## config.mk

```make
export PLATFORM = sky130hd
export DESIGN_NAME = instr_fetch_queue
export DESIGN_NICKNAME = d
export VERILOG_FILES = /design/src/rtl/fetch_pkg.sv /design/src/rtl/fetch_queue_mem.sv /design/src/rtl/instr_fetch_queue.sv
export SDC_FILE = /design/constraint.sdc
export NUM_CORES = 1
export LEC_CHECK = 0
export BUFFER_PORTS_ARGS = -buffer_cell sky130_fd_sc_hd__buf_2
export CAP_MARGIN = 20
export CORE_UTILIZATION = 54
export DETAILED_ROUTE_END_ITERATION = 10
export MAX_ROUTING_LAYER = met4
export PLACE_DENSITY_LB_ADDON = 0.08
export SYNTH_ARGS = -nofsm -noshare
export SYNTH_HDL_FRONTEND = slang
export SYNTH_SLANG_ARGS = --single-unit
```

## constraint.sdc

```tcl
create_clock -name clk_in -period 7.85 [get_ports clk_in]
set_input_delay 1.57 -clock clk_in [delete_from_list [all_inputs] [get_ports clk_in]]
set_output_delay 1.57 -clock clk_in [all_outputs]
set_load 0.005 [all_outputs]
```

## src/rtl/fetch_pkg.sv

```systemverilog
// Shared fetch-path definitions: NOP encoding, queue entry layout, pointer sizing.
// MISALIGN_CHECK_EN adds a per-entry misaligned flag.
package fetch_pkg;

    localparam logic [31:0] NOP_INSTR    = 32'h0000_0013;
    localparam int          DEFAULT_XLEN = 32;

    // Entry layout at the default PC width; the queue declares the same shape at its own XLEN.
    typedef struct packed {
        logic [31:0]             instr;
        logic [DEFAULT_XLEN-1:0] pc;
`ifdef MISALIGN_CHECK_EN
        logic                    misaligned;
`endif
    } fetch_entry_t;

    function automatic int ptr_width(input int depth);
        return (depth > 1) ? $clog2(depth) : 1;
    endfunction

endpackage

```

## src/rtl/fetch_queue_mem.sv

```systemverilog
// DEPTH x WIDTH register array, one synchronous write port and one asynchronous read port.
// Contents are intentionally not reset.
module fetch_queue_mem #(
    parameter int DEPTH = 2,
    parameter int WIDTH = 64,
    parameter int PTR_W = 1
) (
    input  logic             clk,
    input  logic             wr_en,
    input  logic [PTR_W-1:0] wr_addr,
    input  logic [WIDTH-1:0] wr_data,
    input  logic [PTR_W-1:0] rd_addr,
    output logic [WIDTH-1:0] rd_data
);

    logic [WIDTH-1:0] mem [DEPTH];

    always_ff @(posedge clk) begin
        if (wr_en) begin
            mem[wr_addr] <= wr_data;
        end
    end

    assign rd_data = mem[rd_addr];

endmodule

```

## src/rtl/instr_fetch_queue.sv

```systemverilog
// Registered FIFO between the imem response channel and decode; flush empties it.
// Build option MISALIGN_CHECK_EN adds instr_misaligned_out and a per-entry misaligned bit.
module instr_fetch_queue
    import fetch_pkg::*;
#(
    parameter int DEPTH = 2,
    parameter int XLEN  = 32
) (
    input  logic                     clk_in,
    input  logic                     rst_in,
    input  logic                     flush_in,
    input  logic                     imem_valid_in,
    input  logic [31:0]              imem_instr_in,
    input  logic [XLEN-1:0]          imem_pc_in,
    output logic                     imem_ready_out,
    input  logic                     dec_ready_in,
    output logic [31:0]              instr_out,
    output logic [XLEN-1:0]          pc_out,
    output logic                     instr_valid_out,
    output logic                     bubble_out,
`ifdef MISALIGN_CHECK_EN
    output logic                     instr_misaligned_out,
`endif
    output logic [$clog2(DEPTH):0]   count_out
);

    localparam int PTR_W = ptr_width(DEPTH);
    localparam int CNT_W = $clog2(DEPTH) + 1;

    typedef struct packed {
        logic [31:0]     instr;
        logic [XLEN-1:0] pc;
`ifdef MISALIGN_CHECK_EN
        logic            misaligned;
`endif
    } entry_t;

    localparam int ENTRY_W = $bits(entry_t);

    logic [CNT_W-1:0]   count;
    logic [PTR_W-1:0]   rd_ptr;
    logic [PTR_W-1:0]   wr_ptr;
    logic               push;
    logic               pop;
    entry_t             wr_entry;
    entry_t             head;
    logic [ENTRY_W-1:0] rd_data;

    // Handshakes: a transfer happens only on a cycle where valid and ready are both high
    // and no flush is pending; ready never depends on the consumer's ready.
    assign imem_ready_out  = (count != CNT_W'(DEPTH));
    assign instr_valid_out = (count != '0);
    assign push            = imem_valid_in & imem_ready_out & ~flush_in;
    assign pop             = instr_valid_out & dec_ready_in & ~flush_in;
    assign bubble_out      = ~instr_valid_out | flush_in;
    assign count_out       = count;

    always_comb begin
        wr_entry       = '0;
        wr_entry.instr = imem_instr_in;
        wr_entry.pc    = imem_pc_in;
`ifdef MISALIGN_CHECK_EN
        wr_entry.misaligned = |imem_pc_in[1:0];
`endif
    end

    fetch_queue_mem #(
        .DEPTH (DEPTH),
        .WIDTH (ENTRY_W),
        .PTR_W (PTR_W)
    ) u_mem (
        .clk     (clk_in),
        .wr_en   (push),
        .wr_addr (wr_ptr),
        .wr_data (wr_entry),
        .rd_addr (rd_ptr),
        .rd_data (rd_data)
    );

    assign head = entry_t'(rd_data);

    // The head slot may hold stale or never-written data while empty, so gate every field.
    always_comb begin
        instr_out = NOP_INSTR;
        pc_out    = '0;
        if (instr_valid_out) begin
            instr_out = head.instr;
            pc_out    = head.pc;
`ifdef MISALIGN_CHECK_EN
            if (head.misaligned) begin
                instr_out = NOP_INSTR;
            end
`endif
        end
    end

`ifdef MISALIGN_CHECK_EN
    assign instr_misaligned_out = instr_valid_out & head.misaligned;
`endif

    always_ff @(posedge clk_in) begin
        if (rst_in || flush_in) begin
            count  <= '0;
            rd_ptr <= '0;
            wr_ptr <= '0;
        end else begin
            if (push) begin
                wr_ptr <= wr_ptr + PTR_W'(1);
            end
            if (pop) begin
                rd_ptr <= rd_ptr + PTR_W'(1);
            end
            case ({push, pop})
                2'b10:   count <= count + CNT_W'(1);
                2'b01:   count <= count - CNT_W'(1);
                default: count <= count;
            endcase
        end
    end

endmodule

```

# --- After elaboration in Yosys (flattened, before gate mapping) ---
# Memory sizes are Yosys's and may differ from the RTL's. A register that Yosys moved wholly into a read port is not among the register bits.
# Index checks and enable logic that the tools add are counted.
word_totals:
  register_bits: 4
  latch_bits: 0
  ramBits: 128
  rom_bits: 0
  input_bits: 69
  out_inout_bits: 69
  wordCells: 28
  mem_count: 1
mem_list:
  columns: ["memory", "depth", "word_bits", "read_ports", "rd_ports_with_merged_regs", "wr", "line", "rtl"]
  rows:
  - ["u_mem.mem", 2, 64, 1, 1, 1, "fetch_queue_mem.sv:16", "logic [WIDTH-1:0] mem [DEPTH];"]
classes:
  addsub: 4
  multipliers: 0
  div: 0
  magnitude_cmp: 0
  n_eq_ne: 3
  shift: 0
  n_mux: 7
  bitwise_logic: 7
  n_reduce_logical: 3
ops:
  columns: ["op", "count"]
  rows:
  - ["2-to-1 mux 32 bit", 2]
  - ["AND 1 bit", 4]
  - ["2-to-1 mux 1 bit", 4]
  - ["one-hot mux 2 bit (2 select lines)", 1]
  - ["nonzero test 2 bit", 2]
  - ["adder 1 bit, second input constant", 2]
  - ["adder 2 x 1 -> 2 bit, second input constant", 1]
  - ["== test 2 x 1 -> 1 bit, second input constant", 1]
  - ["== test 2 bit, second input constant", 1]
  - ["inequality test 2 bit, second input constant", 1]
  - ["inverter 1 bit", 2]
  - ["subtractor 2 x 1 -> 2 bit, second input constant", 1]
  - ["logical OR 1 bit", 1]
  - ["bitwise OR 1 bit", 1]

# --- Depth between registers and ports, before layout ---
# Gate-level depths: netlist of run 1.
logic_depth:
  ltp_word: 5
  mapped_depth: 8
  ltp_nobuf: 8

# --- Hierarchy ---
# Synthesis of run 1 repeated with hierarchy kept, for this count alone.
unflattened:
  cells_unflattened: 299
  hier_area_um2: 5580.4
modules_own_cells:
  columns: ["mod", "n_inst", "cells_per_inst", "area_each_um2", "seq_area_each_um2"]
  rows:
  - ["fetch_queue_mem", 1, 201, 4933.5, 3843.7]
  - ["instr_fetch_queue", 1, 98, 646.9, 80.1]

# --- Worst setup path after synthesis of run 1 ---
# No wires, ideal clock.
synth_path:
  path_kind: "input -> register"
  start: "input port flush_in"
  end: "memory u_mem.mem[0][0] (enable)"
  setup_ns: 0.486
  arrival_ns: 4.447
  t_required_ns: 7.364
  setup_slack_ns: 2.916
  cell_stages: 2
  n_path_buf: 0
  cell_sequence: "nand3b_1 > nor2_1"
synth_via:
  elab_chain_cells: 4
synth_lines:
  columns: ["element", "line", "rtl"]
  rows:
  - ["from (decl)", "instr_fetch_queue.sv:11", "input logic flush_in,"]
  - ["inverter 1 bit", "instr_fetch_queue.sv:53", "assign push = imem_valid_in & imem_ready_out & ~flush_in;"]
  - ["AND 1 bit", "instr_fetch_queue.sv:53", null]
  - ["2-to-1 mux 1 bit", "fetch_queue_mem.sv:19", "if (wr_en) begin"]
  - ["2-to-1 mux 1 bit (not written as such)", "fetch_queue_mem.sv:20", "mem[wr_addr] <= wr_data;"]
  - ["to (decl)", "fetch_queue_mem.sv:16", null]
# Every way passes these cells.

# --- Final worst setup path of run 1 ---
layout_path:
  start: "register count[1], in the netlist count_out[1]"
  end: "output port bubble_out"
layout_via:
  elab_chain_cells: 3
layout_lines:
  columns: ["element", "line", "rtl"]
  rows:
  - ["from (decl)", "instr_fetch_queue.sv:40", "logic [CNT_W-1:0] count;"]
  - ["from (signal assigned)", "instr_fetch_queue.sv:114", "2'b10: count <= count + CNT_W'(1);"]
  - ["from (signal assigned)", "instr_fetch_queue.sv:115", "2'b01: count <= count - CNT_W'(1);"]
  - ["from (signal assigned)", "instr_fetch_queue.sv:116", "default: count <= count;"]
  - ["nonzero test 2 bit", "instr_fetch_queue.sv:52", "assign instr_valid_out = (count != '0);"]
  - ["inverter 1 bit", "instr_fetch_queue.sv:55", "assign bubble_out = ~instr_valid_out | flush_in;"]
  - ["bitwise OR 1 bit", "instr_fetch_queue.sv:55", null]
  - ["to (decl)", "instr_fetch_queue.sv:20", "output logic bubble_out,"]
# Every way passes these cells.

==> impl_metrics.tcl, run 1 <==
set metrics [dict create \
    swShare 0.2073 \
    clockBufferDepth 2 \
    post-route-drc-count 0 \
    die_y_um 98.67 \
    cts-root-buf "clkbuf_8" \
    wl_per_cell_um 15.72 \
    p_sw_mw 0.3358 \
    cp-end-kind "primary output" \
    clkSlewWorstSetupHoldPaths_ns 0.06 \
    comb_power_share 0.042 \
    grt_max_degree 65 \
    place_congestion 0.7565 \
    skew_ns 0.007071 \
    drt-initial-drc-count 120 \
    postCtsSetupBuffers 0 \
    grt_overflow 0 \
    yosys_warnings 0 \
    grt_pass1_wl_mm 13.67 \
    slew_headroom 0.2449 \
    power.share.sequential 0.499 \
    drtAntennaViolNets 0 \
    worst_slack_ns 3.943 \
    cts_num_sinks 133 \
    p_leak_nw 2.404 \
    die_area_um2 9735 \
    postRouteWirelength_mm 8.881 \
    final.min_clock_period_ns 3.907 \
    startpoint_type "flop" \
    coreArea_um2 8891 \
    synth_fp_nets 369 \
    setup_violations 0 \
    post-place-ws_ns 4.154 \
    cts_hold_buffers 0 \
    num_rows 34 \
    outcome "finished, final reports clean" \
    syn_avg_cell_area_um2 16.88 \
    cts_tree "done" \
    start_util 0.5675 \
    syn_to_final_growth_pct 26.80 \
    hp-class "reg -> reg" \
    crit_slowest_cell "nor2_4" \
    antenna_found_initial 0 \
    grt_usage 0.1972 \
    internal-power_mw 1.284 \
    ys_seq_elements 133 \
    fin_setup_tns_ns 0 \
    firstDrtPassIters 4 \
    syn_inst 299 \
    powerDensity_nw_per_um2 253.2 \
    path_delay_family "buffers and inverters" \
    rsz0062_at_grt "no" \
    nets 515 \
    clkPwrFrac 0.459 \
    path_cells "nor2_4 -> buf_4 -> inv_1 -> nand2b_1 -> buf_2" \
    grt_pass1_vias 2886 \
    finalCritPeriodShare 0.4977 \
    io_buffers 137 \
    hold_ws_ns 0.5062 \
    maxCapViolCount 0 \
    max_freq_mhz 256.0 \
    vias_per_cell 5.060 \
    cp.buffers_inverters 3 \
    cp_max_fo 33 \
    post_cts_resized 0 \
    antenna_cells 0 \
    clk_latency_ns 0.51 \
    drive_gt1_frac 0.3829 \
    synth_cell_types 19 \
    cp.required_ns 6.28 \
    worst_slew_pin_slew_ns 1.133 \
    ir_drop_v 0.0001483 \
    finalHoldViolCount 0 \
    critical_path_class "reg -> out" \
    synth.cell_area_um2 5046 \
    slew_violations 0 \
    cts_made_buffers 17 \
    max_stage_delay_ns 0.57 \
    io_pins 138 \
    hpwl_mm 5.389 \
    synth-seq-area-share 0.7816 \
    h-tree-depth 4 \
    die-width_um 98.67 \
    num_vias 2859 \
    cp.arrival_ns 2.34 \
]
## cells in the final DEF, fill, tap and decap left out, types with 4 or more instances in the layout
master / count
mux2i_1: 64
nor2_1: 65
inv_6: 6
buf_2: 137
edfxtp_1: 128
dfxtp_1: 4
clkbuf_16: 16
## path summary, 6_finish.rpt
check	to	start	slack (ns)	depth (start not counted)
setup reg to reg	count_out[1]	count_out[1]	5.17	8
setup / recovery	bubble_out	count_out[1]	3.94	5
hold / removal	rd_ptr	rd_ptr	0.51	2
hold reg to reg	rd_ptr	rd_ptr	0.51	2
## logic make-up (layout without fill, tap and decap cells)
family | after synthesis | after routing | share of synthesized area
compound gates | 5 | 5 | 0.005456
xor+xnor | 3 | 3 | 0.005208
fa+ha+maj | 1 | 1 | 0.002479
buf+inv | 16 | 174 | 0.01810
flops | 133 | 133 | 0.7816
mux | 64 | 64 | 0.1270
simple gates | 77 | 77 | 0.06025
## synth_stat cells (all sizes together)
| master | instances | share of area |
|---|---|---|
| nand2b | 2 | 0.0025 |
| nor2 | 68 | 0.051 |
| nand3b | 1 | 0.0015 |
| buf | 13 | 0.016 |
| or2 | 1 | 0.0012 |
| edfxtp | 128 | 0.76 |
| or3 | 1 | 0.0012 |
| dfxtp | 5 | 0.020 |
| xor2 | 2 | 0.0035 |
| nand3 | 1 | 0.00099 |
| inv | 3 | 0.0022 |
| nand2 | 3 | 0.0022 |
| a21oi | 2 | 0.0020 |
| mux2i | 64 | 0.13 |
| xnor2 | 1 | 0.0017 |
| a21o | 1 | 0.0015 |
| o21ai | 2 | 0.0020 |
| ha | 1 | 0.0025 |
## worst min-delay path, cell delays in order, from the launching register on
cell,delay (ns)
dfxtp_1,0.32
xor2_1,0.08
nor2_1,0.07
## stage by stage
step / std cells / area [um^2] / total power, mW / utilization
2_1_floorplan: 299 / 5046 / 0.8539 / -
6_report: 565 / 6399 / 1.620 / 0.7197
3_5_place_dp: 534 / 5836 / 0.8920 / 0.6563
4_1_cts: 565 / 6399 / 1.634 / 0.7197
3_3_place_gp: 534 / 5836 / 0.8891 / 0.6563
5_1_grt: 565 / 6399 / 1.671 / 0.7197
## power groups by stage
stage / clock (mW) / combinational, mW / sequential, mW
3_3_place_gp: 0 / 0.0671 / 0.822
3_5_place_dp: 0 / 0.0689 / 0.823
2_1_floorplan: 0 / 0.0324 / 0.821
5_1_grt: 0.786 / 0.0755 / 0.810
6_report: 0.744 / 0.0679 / 0.808
4_1_cts: 0.756 / 0.0695 / 0.808
## per-layer routing
layer	global-route usage	part of all wire
met3	0.06028	0.058
met4	0.08840	0.015
met2	0.3321	0.51
met1	0.2163	0.41
met5	-	0
## registers in the layout (all words and copies together), names as in the netlist, named ones only
signal and count:
rd_ptr 1, u_mem.mem 128, count_out 2, wr_ptr 1
## final cells by class
cell class / count / area [um^2]
sequential: 133 / 3948
fill: 595 / 2492
multi-input combinational: 150 / 1033
timing repair buffer: 140 / 708.2
clock buffer: 17 / 414.1
clock inverter: 14 / 148.9
tap: 108 / 135.1
inverter: 3 / 11.26
Power figures use the tool's default switching activity.
==> inputs of run 2 (changes only) <==
--- a/config.mk
+++ b/config.mk
@@ -7,7 +7,7 @@
 export LEC_CHECK = 0
 export BUFFER_PORTS_ARGS = -buffer_cell sky130_fd_sc_hd__buf_2
 export CAP_MARGIN = 20
-export CORE_UTILIZATION = 54
+export CORE_UTILIZATION = 52
 export DETAILED_ROUTE_END_ITERATION = 10
 export MAX_ROUTING_LAYER = met4
 export PLACE_DENSITY_LB_ADDON = 0.08
==> constraint.sdc (replaced) <==
create_clock -name clk_in -period 4.1 [get_ports clk_in]
set_input_delay 0.82 -clock clk_in [delete_from_list [all_inputs] [get_ports clk_in]]
set_output_delay 0.82 -clock clk_in [all_outputs]
set_load 0.005 [all_outputs]
==> run 2 against run 1 <==
Compared with the run above: register-to-register slack worse by 3.4 ns; cell area up 1.2%; cell count up 3.7%; clock skew about the same; core utilization down 2.5 points; first-iteration DRC count up 29%; largest power group unchanged.
==> impl_metrics.tcl, run 2 (synthesis results as in run 1) <==
set metrics [dict create \
    cp.buffers_inverters 1 \
    critical_path_class "reg -> out" \
    worst_slew_pin_slew_ns 1.099 \
    ir_drop_v 0.0003957 \
    powerDensity_nw_per_um2 493.6 \
    hpwl_mm 5.395 \
    drtAntennaViolNets 0 \
    place_congestion 0.7563 \
    grt_overflow 0 \
    startpoint_type "flop" \
    p_leak_nw 2.425 \
    hp-class "in -> reg" \
    cts_tree "done" \
    cts-root-buf "clkbuf_8" \
    clk_latency_ns 0.51 \
    die-width_um 100.5 \
    fin_util 0.6943 \
    max_freq_mhz 332.6 \
    num-fill-cells 641 \
    top_register "u_mem.mem" \
    cts_made_buffers 17 \
    drt-initial-drc-count 155 \
    drive_gt1_frac 0.3807 \
    p_total_mw 3.197 \
    final_common_cell "buf_2" \
    slew_headroom 0.2673 \
    grt_pass1_wl_mm 13.34 \
    max_stage_delay_ns 1.09 \
    cp.depth 3 \
    hold_depth 1 \
    post-route-drc-count 0 \
    fin_setup_tns_ns 0 \
    multi_input_area_um2 1033 \
    num_rows 35 \
    post_cts_resized 0 \
    die_y_um 100.5 \
    path_delay_family "flip-flops" \
    vias_per_cell 4.961 \
    antenna_cells 0 \
    stdcell_area_um2 6476 \
    maxCapViolCount 0 \
    die_area_um2 10100 \
    setup_violations 0 \
    io_pins 138 \
    seqCellArea_um2 3948 \
    grt_max_degree 65 \
    h-tree-depth 4 \
    postCtsSetupBuffers 0 \
    nets 515 \
    postRouteWirelength_mm 8.951 \
    final.min_clock_period_ns 3.007 \
    io_buffers 137 \
    final_cell_mix "buf_2, edfxtp_1, nor2_1" \
    crit_slowest_cell "dfxtp_4" \
    cts_num_sinks 133 \
    syn_to_final_growth_pct 28.34 \
    r2r_cells 4 \
    clkSlewWorstSetupHoldPaths_ns 0.06 \
    slew_violations 0 \
    coreArea_um2 9328 \
    antenna_found_initial 0 \
    firstDrtPassIters 4 \
    cts_hold_buffers 0 \
    outcome "finished, final reports clean" \
    wl_per_cell_um 15.27 \
    num_vias 2907 \
    start_util 0.5410 \
    clockBufferDepth 2 \
    path_cells "mux2i_1 -> nor2_1 -> buf_2" \
    finalHoldViolCount 0 \
    post_dp_cell_area_um2 5874 \
    cp-end-kind "primary output" \
    cp.required_ns 3.28 \
    cp_max_fo 64 \
    largest_reg_flops 128 \
    grt_pass1_vias 2719 \
    skew_ns 0.006590 \
    rsz0062_at_grt "no" \
    cp.arrival_ns 2.19 \
    grt_usage 0.1905 \
    finalCritPeriodShare 0.7334 \
]
-- run 2: power by group --
part | switching [mW] | internal [mW]
registers | 0.0140 | 1.53
logic | 0.0745 | 0.0590
clock network | 0.534 | 0.982
total | 0.622 | 2.57
-- run 2: path summary, 6_finish.rpt --
path                     startpoint                to  slack [ns]
setup / recovery               flop         pc_out[2]        1.09
hold / removal    imem_instr_in[10]  u_mem.mem[1][42]        0.50
setup reg to reg       count_out[0]  u_mem.mem[1][41]        1.81
hold reg to reg              rd_ptr            rd_ptr        0.52
-- run 2: stage by stage --
| stage | setup slack, ns | hold WS (ns) | std cells |
|---|---|---|---|
| after global routing | 0.9317 | 0.4706 | 586 |
| after detailed placement | 1.465 | 0.5018 | 555 |
| after floorplan | -0.08364 | 0.4725 | 299 |
| final | 1.093 | 0.4975 | 586 |
| after global placement | 1.515 | 0.4880 | 555 |
| after CTS | 1.065 | 0.4758 | 586 |
-- run 2: layer usage --
metal | GRT usage | wire, um | part of all wire | vias to the layer above
li1 | - | - | - | 1399
met1 | 0.2351 | 3876 | 0.43 | 1384
met2 | 0.2940 | 4477 | 0.50 | 114
met3 | 0.05895 | 504 | 0.056 | 10
met4 | 0.08027 | 93 | 0.010 | 0
met5 | - | 0 | 0 | -
-- run 2: cell type report --
cell class	instances	share of cell area
Timing Repair Buffer	140	0.1113
Sequential cell	133	0.6095
Multi-Input combinational cell	150	0.1596
Tap cell	129	0.02492
Clock buffer	18	0.06453
Clock inverter	13	0.02840
Inverter	3	0.001739
==> inputs of run 3 (changes only) <==
==> constraint.sdc (replaced) <==
create_clock -name clk_in -period 3.12 [get_ports clk_in]
set_input_delay 0.624 -clock clk_in [delete_from_list [all_inputs] [get_ports clk_in]]
set_output_delay 0.624 -clock clk_in [all_outputs]
set_load 0.005 [all_outputs]
==> run 3 against run 2 <==
Compared with the run above: global-route usage increased by 0.087 points; combinational power is 41% higher; register-to-register slack worse by 0.78 ns; critical path depth increased by 1; largest cell class unchanged.
==> impl_metrics.tcl, run 3 (synthesis results as in run 1) <==
set metrics [dict create \
    ir_drop_v 0.0004211 \
    postCtsSetupBuffers 0 \
    clkPwrFrac 0.447 \
    max_stage_delay_ns 0.54 \
    num_vias 2937 \
    post_dp_cell_area_um2 5962 \
    cp.depth 4 \
    swShare 0.2109 \
    p_total_mw 4.006 \
    setup_violations 0 \
    worst_slew_pin_slew_ns 0.6439 \
    hold_start "imem_pc_in[24]" \
    cp-end-kind "primary output" \
    r2r_end "u_mem.mem[0][17]" \
    nets 520 \
    firstDrtPassIters 4 \
    cts_hold_buffers 0 \
    drtAntennaViolNets 0 \
    die_area_um2 10100 \
    finalCritPeriodShare 0.7950 \
    cts_made_buffers 17 \
    clk_latency_ns 0.50 \
    final.min_clock_period_ns 2.480 \
    largest_reg_flops 128 \
    die_y_um 100.5 \
    max_freq_mhz 403.2 \
    skew_ns 0.007067 \
    io_pins 138 \
    hp-class "in -> reg" \
    cp.buffers_inverters 2 \
    path_delay_family "flip-flops" \
    start_util 0.5410 \
    powerDensity_nw_per_um2 615.5 \
    slew_violations 0 \
    antenna_cells 0 \
    antenna_found_initial 0 \
    place_congestion 0.7910 \
    cts-root-buf "clkbuf_8" \
    postRouteWirelength_mm 9.143 \
    finalHoldViolCount 0 \
    crit_slowest_cell "dfxtp_4" \
    path_cells "buf_4 -> mux2i_1 -> nor2_1 -> buf_2" \
    io_buffers 137 \
    rrSetupSlack_ns 1.03 \
    maxCapViolCount 0 \
    post_cts_resized 0 \
    vias_per_cell 4.961 \
    post-route-drc-count 0 \
    timing.critical_path.to "instr_out[30]" \
    grt_pass1_wl_mm 13.59 \
    cp.arrival_ns 1.86 \
    stdcell_area_um2 6509 \
    drive_gt1_frac 0.3909 \
    cts_num_sinks 133 \
    wl_per_cell_um 15.44 \
    r2r_cells 4 \
    critical_path_class "reg -> out" \
    cts_tree "done" \
    top_register "u_mem.mem" \
    power.share.sequential 0.506 \
    die-width_um 100.5 \
    hold_ws_ns 0.3113 \
    grt_max_degree 35 \
    slew_headroom 0.5697 \
    grt_pass1_vias 2898 \
    comb_power_share 0.047 \
    grt_overflow 0 \
    startpoint_type "flop" \
    hpwl_mm 5.816 \
    final_cell_mix "buf_2, edfxtp_1, nor2_1" \
    coreArea_um2 9328 \
    grt_usage 0.1913 \
    cp.required_ns 2.50 \
    clockBufferDepth 2 \
    num-fill-cells 677 \
    p_sw_mw 0.8450 \
    outcome "finished, final reports clean" \
    fin_util 0.6978 \
    final_common_cell "buf_2" \
    h-tree-depth 4 \
    internal-power_mw 3.161 \
    rsz0062_at_grt "no" \
    p_leak_nw 2.437 \
    clkSlewWorstSetupHoldPaths_ns 0.06 \
    rr_startpoint "count_out[0]" \
    drt-initial-drc-count 125 \
    syn_to_final_growth_pct 28.99 \
    num_rows 35 \
    cp_max_fo 17 \
]
run 3: cell types whose count changed in the layout (fill, tap and decap cells not counted), sizes merged:
cell	before	now
bufinv	4	1
inv	3	6
clkinvlp	2	3
buf	140	145
run 3: how the worst min path moves through the flow:
stage | endpoint | slack (ns) | depth (start not counted)
4_1_cts | u_mem.mem[1][24] | 0.29 | 1
2_1_floorplan | flop | 0.47 | 2
6_report | u_mem.mem[0][24] | 0.31 | 1
3_3_place_gp | rd_ptr | 0.49 | 2
5_1_grt | u_mem.mem[1][6] | 0.29 | 1
3_5_place_dp | flop | 0.50 | 2
run 3: power by group through the flow:
stage                     registers, mW  clock network (mW)  logic (mW)
after global routing               2.03                1.90       0.207
final                              2.03                1.79       0.187
after CTS                          2.03                1.82       0.190
after global placement             2.06                   0       0.184
after floorplan                    2.07                   0      0.0816
after detailed placement           2.07                   0       0.189
run 3: final cells by class:
cell class | instances | area (um^2) | area share
clock buffers | 18 | 417.9 | 0.06421
flip-flops and latches | 133 | 3948 | 0.6065
multi-input cells | 150 | 1033 | 0.1588
inverters | 3 | 11.26 | 0.001730
clock inverters | 14 | 128.9 | 0.01980
well taps | 129 | 161.4 | 0.02480
repair buffers | 145 | 808.3 | 0.1242
run 3: per-layer routing:
layer,share of wire,vias up,global-route usage
met4,0.0085,0,0.08250
met1,0.43,1404,0.2211
met2,0.50,111,0.3188
li1,-,1416,-
met3,0.054,6,0.04854
met5,0,-,-
run 3: stage by stage:
step,setup TNS (ns),worst slack (ns),cells
2_1_floorplan,-111.06,-0.8676,299
3_3_place_gp,0,0.9321,560
3_5_place_dp,0,0.9100,560
4_1_cts,0,0.5928,592
5_1_grt,0,0.5302,592
6_report,0,0.6396,592
